File: src/rtl/coord_track_filter.sv
// Frame-rate tracker for the red-group centroid: edge-detects the frame strobe,
// qualifies detections through an acquire/track/coast/lost FSM and box-averages accepted samples.
//
// state   | meaning
// IDLE    | no target; waiting for a present frame
// ACQUIRE | consecutive present frames being counted
// TRACK   | locked; accepted samples pushed into the window
// COAST   | locked but recent frames missed; outputs held
module coord_track_filter #(
   parameter int AVG_LOG2    = 2,
   parameter int ACQ_FRAMES  = 3,
   parameter int LOST_FRAMES = 8,
   parameter int MAX_JUMP    = 64,
   parameter int ROW_MAX     = 479,
   parameter int COL_MAX     = 639
) (
   input  logic        iCLK,
   input  logic        iRST,
   input  logic [10:0] iRow,
   input  logic [10:0] iCol,
   input  logic        iVALID_COORD,
   input  logic        iPresent,
   output logic [10:0] oRow,
   output logic [10:0] oCol,
   output logic        oVALID,
   output logic        oTracking,
   output logic [1:0]  oState
);

   localparam int DEPTH = 1 << AVG_LOG2;
   localparam int SW    = 11 + AVG_LOG2;

   localparam logic [1:0] S_IDLE    = 2'd0;
   localparam logic [1:0] S_ACQUIRE = 2'd1;
   localparam logic [1:0] S_TRACK   = 2'd2;
   localparam logic [1:0] S_COAST   = 2'd3;

   localparam logic [10:0] ROW_LIM  = 11'(ROW_MAX);
   localparam logic [10:0] COL_LIM  = 11'(COL_MAX);
   localparam logic [10:0] JUMP_LIM = 11'(MAX_JUMP);
   localparam logic [7:0]  ACQ_LIM  = 8'(ACQ_FRAMES);
   localparam logic [7:0]  LOST_LIM = 8'(LOST_FRAMES);

   logic                prev_valid_q, prev_valid_d;
   logic                smp_vld_q, smp_vld_d;
   logic                smp_pres_q, smp_pres_d;
   logic [10:0]         smp_row_q, smp_row_d;
   logic [10:0]         smp_col_q, smp_col_d;
   logic [1:0]          state_q, state_d;
   logic [7:0]          acq_cnt_q, acq_cnt_d;
   logic [7:0]          miss_cnt_q, miss_cnt_d;
   logic [10:0]         win_row_q [DEPTH];
   logic [10:0]         win_row_d [DEPTH];
   logic [10:0]         win_col_q [DEPTH];
   logic [10:0]         win_col_d [DEPTH];
   logic [AVG_LOG2-1:0] wptr_q, wptr_d;
   logic [SW-1:0]       row_sum_q, row_sum_d;
   logic [SW-1:0]       col_sum_q, col_sum_d;
   logic                upd_q, upd_d;
   logic [10:0]         out_row_q, out_row_d;
   logic [10:0]         out_col_q, out_col_d;
   logic                out_vld_q, out_vld_d;

   logic        tick, hit, near, push, preload;
   logic [10:0] dr, dc;

   always_comb begin
      prev_valid_d = iVALID_COORD;
      tick         = iVALID_COORD & ~prev_valid_q;
      smp_vld_d    = tick;
      smp_pres_d   = smp_pres_q;
      smp_row_d    = smp_row_q;
      smp_col_d    = smp_col_q;
      if (tick) begin
         smp_row_d  = (iRow > ROW_LIM) ? ROW_LIM : iRow;
         smp_col_d  = (iCol > COL_LIM) ? COL_LIM : iCol;
         smp_pres_d = iPresent;
      end

      dr   = (smp_row_q >= out_row_q) ? smp_row_q - out_row_q : out_row_q - smp_row_q;
      dc   = (smp_col_q >= out_col_q) ? smp_col_q - out_col_q : out_col_q - smp_col_q;
      near = (dr <= JUMP_LIM) && (dc <= JUMP_LIM);
      // Jump gating only applies once locked (TRACK/COAST both have bit 1 set)
      hit  = smp_pres_q & (state_q[1] ? near : 1'b1);

      state_d    = state_q;
      acq_cnt_d  = acq_cnt_q;
      miss_cnt_d = miss_cnt_q;
      push       = 1'b0;
      preload    = 1'b0;
      if (smp_vld_q) begin
         case (state_q)
            S_IDLE: if (hit) begin
               preload   = 1'b1;
               acq_cnt_d = 8'd1;
               state_d   = (ACQ_LIM <= 8'd1) ? S_TRACK : S_ACQUIRE;
            end
            S_ACQUIRE: if (hit) begin
               push      = 1'b1;
               acq_cnt_d = acq_cnt_q + 8'd1;
               if (acq_cnt_d >= ACQ_LIM) state_d = S_TRACK;
            end else begin
               acq_cnt_d = 8'd0;
               state_d   = S_IDLE;
            end
            S_TRACK: if (hit) begin
               push = 1'b1;
            end else begin
               miss_cnt_d = 8'd1;
               state_d    = S_COAST;
            end
            default: if (hit) begin
               push       = 1'b1;
               miss_cnt_d = 8'd0;
               state_d    = S_TRACK;
            end else begin
               miss_cnt_d = miss_cnt_q + 8'd1;
               if (miss_cnt_d >= LOST_LIM) begin
                  miss_cnt_d = 8'd0;
                  state_d    = S_IDLE;
               end
            end
         endcase
      end
      upd_d = smp_vld_q & state_d[1];

      win_row_d = win_row_q;
      win_col_d = win_col_q;
      wptr_d    = wptr_q;
      row_sum_d = row_sum_q;
      col_sum_d = col_sum_q;
      if (preload) begin
         for (int i = 0; i < DEPTH; i++) begin
            win_row_d[i] = smp_row_q;
            win_col_d[i] = smp_col_q;
         end
         wptr_d    = '0;
         row_sum_d = SW'(smp_row_q) << AVG_LOG2;
         col_sum_d = SW'(smp_col_q) << AVG_LOG2;
      end else if (push) begin
         row_sum_d         = row_sum_q + SW'(smp_row_q) - SW'(win_row_q[wptr_q]);
         col_sum_d         = col_sum_q + SW'(smp_col_q) - SW'(win_col_q[wptr_q]);
         win_row_d[wptr_q] = smp_row_q;
         win_col_d[wptr_q] = smp_col_q;
         wptr_d            = wptr_q + 1'b1;
      end

      out_vld_d = upd_q;
      out_row_d = out_row_q;
      out_col_d = out_col_q;
      if (upd_q && state_q == S_TRACK) begin
         out_row_d = 11'(row_sum_q >> AVG_LOG2);
         out_col_d = 11'(col_sum_q >> AVG_LOG2);
      end
   end

   always_ff @(posedge iCLK) begin
      if (iRST) begin
         prev_valid_q <= 1'b0;
         smp_vld_q    <= 1'b0;
         smp_pres_q   <= 1'b0;
         smp_row_q    <= '0;
         smp_col_q    <= '0;
         state_q      <= S_IDLE;
         acq_cnt_q    <= '0;
         miss_cnt_q   <= '0;
         for (int i = 0; i < DEPTH; i++) begin
            win_row_q[i] <= '0;
            win_col_q[i] <= '0;
         end
         wptr_q       <= '0;
         row_sum_q    <= '0;
         col_sum_q    <= '0;
         upd_q        <= 1'b0;
         out_row_q    <= '0;
         out_col_q    <= '0;
         out_vld_q    <= 1'b0;
      end else begin
         prev_valid_q <= prev_valid_d;
         smp_vld_q    <= smp_vld_d;
         smp_pres_q   <= smp_pres_d;
         smp_row_q    <= smp_row_d;
         smp_col_q    <= smp_col_d;
         state_q      <= state_d;
         acq_cnt_q    <= acq_cnt_d;
         miss_cnt_q   <= miss_cnt_d;
         win_row_q    <= win_row_d;
         win_col_q    <= win_col_d;
         wptr_q       <= wptr_d;
         row_sum_q    <= row_sum_d;
         col_sum_q    <= col_sum_d;
         upd_q        <= upd_d;
         out_row_q    <= out_row_d;
         out_col_q    <= out_col_d;
         out_vld_q    <= out_vld_d;
      end
   end

   assign oRow      = out_row_q;
   assign oCol      = out_col_q;
   assign oVALID    = out_vld_q;
   assign oState    = state_q;
   assign oTracking = state_q[1];

endmodule

File: config.mk
export PLATFORM = sky130hd
export DESIGN_NAME = coord_track_filter
export DESIGN_NICKNAME = d
export VERILOG_FILES = /design/src/rtl/coord_track_filter.sv
export SDC_FILE = /design/constraint.sdc
export NUM_CORES = 1
export LEC_CHECK = 0
export BUFFER_PORTS_ARGS = -buffer_cell sky130_fd_sc_hd__buf_2
export CAP_MARGIN = 20
export CORE_ASPECT_RATIO = 1.25
export CORE_UTILIZATION = 25
export DETAILED_ROUTE_END_ITERATION = 10
export HOLD_SLACK_MARGIN = 0.15
export PLACE_DENSITY = 0.37
export SKIP_LAST_GASP = 1
export SLEW_MARGIN = 20
export SYNTH_ARGS = -nofsm -noshare
export SYNTH_HDL_FRONTEND = slang
export SYNTH_SLANG_ARGS = --single-unit
File: constraint.sdc
create_clock -name iCLK -period 5 [get_ports iCLK]
set_input_delay 0.5 -clock iCLK [delete_from_list [all_inputs] [get_ports iCLK]]
set_output_delay 0.5 -clock iCLK [all_outputs]
set_load 0.01 [all_outputs]
==> results by group <==
Floorplanning
  – Die Span Y: 242 um
  – Starting Density: 25.4%
  – Core ar.: 45400 um^2
  – Row cnt: 87
  – Top Ports: 52
  – Chip width: 194 um
  – Die area: 47100 um^2

Routing
  – WL/cell: 17.8 um
  – Via count: 9302
  – Antenna Nets Post-Route: 0
  – Iteration count of the initial detailed-routing pass: 7
  – # DRC: 0
  – Routed vias/inst: 4.77
  – Starting DRT DRC Count: 315
  – Total wire length: 34800 um

STA
  – Max-slew violations: 0
  – Setup TNS: 0 ns
  – Period utilization: 92.9%
  – Clock Skew: 0.0127 ns
  – RSZ-0062 raised after global routing: false
  – Setup violators final: 0
  – FMAX: 215 MHz
  – Fin crit period: 4.64 ns
  – Worst-Margin Slew: 0.964 ns
  – Final hold violation count: 0
  – Rel. slew slack: 35.7%

Critical path
  – Worst EP required: 5.31 ns
  – WP buf/inv: 1
  – Largest delay share family, worst path: compound AO/OA/AOI/OAI gates
  – Critical Path Max Stage Delay: 0.61 ns
  – Crit path cell chain: ha_1, and4_4, o21a_1, o31ai_1, a211oi_1, nand4_1, or4b_1, a211o_1, a2111oi_4, buf_4, mux2i_1, nor2_1
  – Crit path launch type: flip-flop
  – CP max FO: 14
  – Crit Path Category: reg2reg
  – CP Capture Type: flip-flop
  – WP data arrival: 4.96 ns
  – Slowest CP cell: ha_1

GRT
  – Global Route Usage Sum: 15.2%
  – Gr ovfl total: 0
  – Gr busiest metal: met2
  – Met2 GRT Util: 27.4%
  – Largest net degree at the start of global routing: 86
  – Met3 Resource Use GR: 1.78%
  – Vias in the first global route: 9317
  – First-pass GRT wire length: 55300 um
  – Met1 Usage GRT: 18.8%
  – Initial antenna violation count: 0

Logic synthesis
  – Post-synth ARST share: 0%
  – Main synth FF type: dfxtp_1
  – Synthesized area per cell: 8.74 um^2
  – #FFs+latches synth: 183
  – Synthesis Warnings: 0
  – Post-Syn Instances: 1321
  – Synth cell types: 81
  – Netlist Area Pre-Place: 11600 um^2
  – Number of synthesized flops with an enable pin: 0
  – Sequential share of the synthesized area: 31.7%
  – Synth Net Count: 1449

Cells and area
  – Layout cells sized above 1: 13.1%
  – Nets@finish: 1489
  – Fillers: 4862
  – Final core utilization: 28.9%
  – Inserted Diodes: 0
  – Area growth syn-to-layout: 13.6%

Clocking
  – CTS root buf: clkbuf_16
  – Reg clk slew, reported paths: 0.08 ns
  – CTS sink cnt: 183
  – Clock Path Buffers: 2
  – CTS Buf Count: 17
  – Post-CTS Resized: 0
  – Post-CTS Setup Bufs: 0
  – Clk_lat worst skew: 0.46 ns
  – CTS tree: done
  – Hold buffer count at cts: 0
  – H-tree levels: 4

Power and ir drop
  – Power Density: 277 nW/um^2
  – Leak: 5.06 nW
  – Max rail drop VDD: 209 uV

Min path
  – Worst min path class: in2reg

Placed design
  – PortBufs: 51
  – Gpl congestion: 0.847
  – Post-DP HPWL: 25300 um

Outcome
  – Outcome: finished clean

Run
  – Max-Cap Viols: 0
[synthesized netlist by cell type, types with 11 or more instances]
cell type	n	area share (%)
or3_1	12	0.65
xnor2_1	23	1.7
clkbuf_1	43	1.4
inv_1	141	4.6
nand3_1	20	0.87
a31oi_1	12	0.65
mux4_2	22	4.3
xor2_1	14	1.1
mux2i_1	96	8.3
nor2b_1	19	1.0
nand2_1	85	2.8
dfxtp_1	183	32
nor2_1	174	5.7
o221a_2	13	1.3
nor3_1	27	1.2
ha_1	80	8.7
a211oi_1	27	1.8
fa_1	22	3.8
o21ai_0	36	1.6
a21oi_1	87	3.8
nand2b_1	11	0.60
[state kept, by name (all words and copies together), names as in the netlist]
name          cells
win_col_q        44
win_row_q        44
col_sum_q        13
row_sum_q        13
oCol             11
oRow             11
smp_col_q        11
smp_row_q        11
acq_cnt_q         8
miss_cnt_q        8
oState            2
wptr_q            2
oVALID            1
out_vld_d         1
prev_valid_q      1
smp_pres_q        1
smp_vld_q         1
[cell families (layout without fill, tap and decap cells)]
logic type | count (synthesis) | count (layout) | share of synthesized area [%]
fa+ha+maj | 102 | 102 | 12.5
mux | 119 | 119 | 12.7
buf+inv | 214 | 267 | 7.77
compound gates | 268 | 268 | 16.7
flops | 183 | 183 | 31.7
xor+xnor | 37 | 37 | 2.81
simple gates | 398 | 398 | 15.8
[layout by cell type (no fill, tap or decap), types with 20 or more instances in the layout]
cell and n:
a211oi_1 27, a21oi_1 87, buf_2 50, buf_4 40, dfxtp_1 182, fa_1 22, ha_1 79, inv_1 141
mux2i_1 96, mux4_2 22, nand2_1 85, nand3_1 20, nor2_1 174, nor3_1 27, o21ai_0 36, xnor2_1 23
[final timing paths]
kind / start / end / slack, ns / cells after the start
min reg2reg: col_sum_q[0] / col_sum_q[0] / 0.47 / 2
min: iRow[2] / smp_row_q[2] / 0.30 / 2
max: smp_col_q[5] / win_row_q[34] / 0.36 / 12
max reg2reg: smp_col_q[5] / win_row_q[34] / 0.36 / 12
[routing by layer]
layer  wire length [um]  part of all wire, %  vias to the layer above
met5                  0                    0                        -
met4                512                  1.5                        0
met3                576                  1.7                       24
met2              17700                   51                      112
met1              16000                   46                     4503
li1                   -                    -                     4663
[report_power, final]
group | leakage (nW) | internal (mW) | switching (mW)
Clock | 0.310 | 0.773 | 0.715
Sequential | 1.48 | 1.48 | 0.0294
Combinational | 3.27 | 0.261 | 0.384
Total | 5.06 | 2.51 | 1.13
[area by class of cell]
| class | count | area (um^2) | share of cell area (%) |
|---|---|---|---|
| Sequential cell | 183 | 3660 | 27.9 |
| Timing Repair Buffer | 91 | 571 | 4.35 |
| Clock inverter | 15 | 204 | 1.55 |
| Clock buffer | 17 | 425 | 3.24 |
| Tap cell | 578 | 723 | 5.51 |
| Multi-Input combinational cell | 924 | 7000 | 53.3 |
| Inverter | 144 | 541 | 4.12 |
[metrics by stage]
step	setup WS, ns	cells	area (um^2)	hold slack (ns)	total power [mW]
floorplan	0.833	1321	11600	0.429	2.00
global placement	0.378	1920	12500	0.458	2.20
detailed placement	0.352	1920	12500	0.461	2.19
CTS	0.347	1952	13100	0.275	3.71
global route	0.183	1952	13100	0.290	3.84
finish	0.355	1952	13100	0.300	3.64
Power figures use the tool's default switching activity.
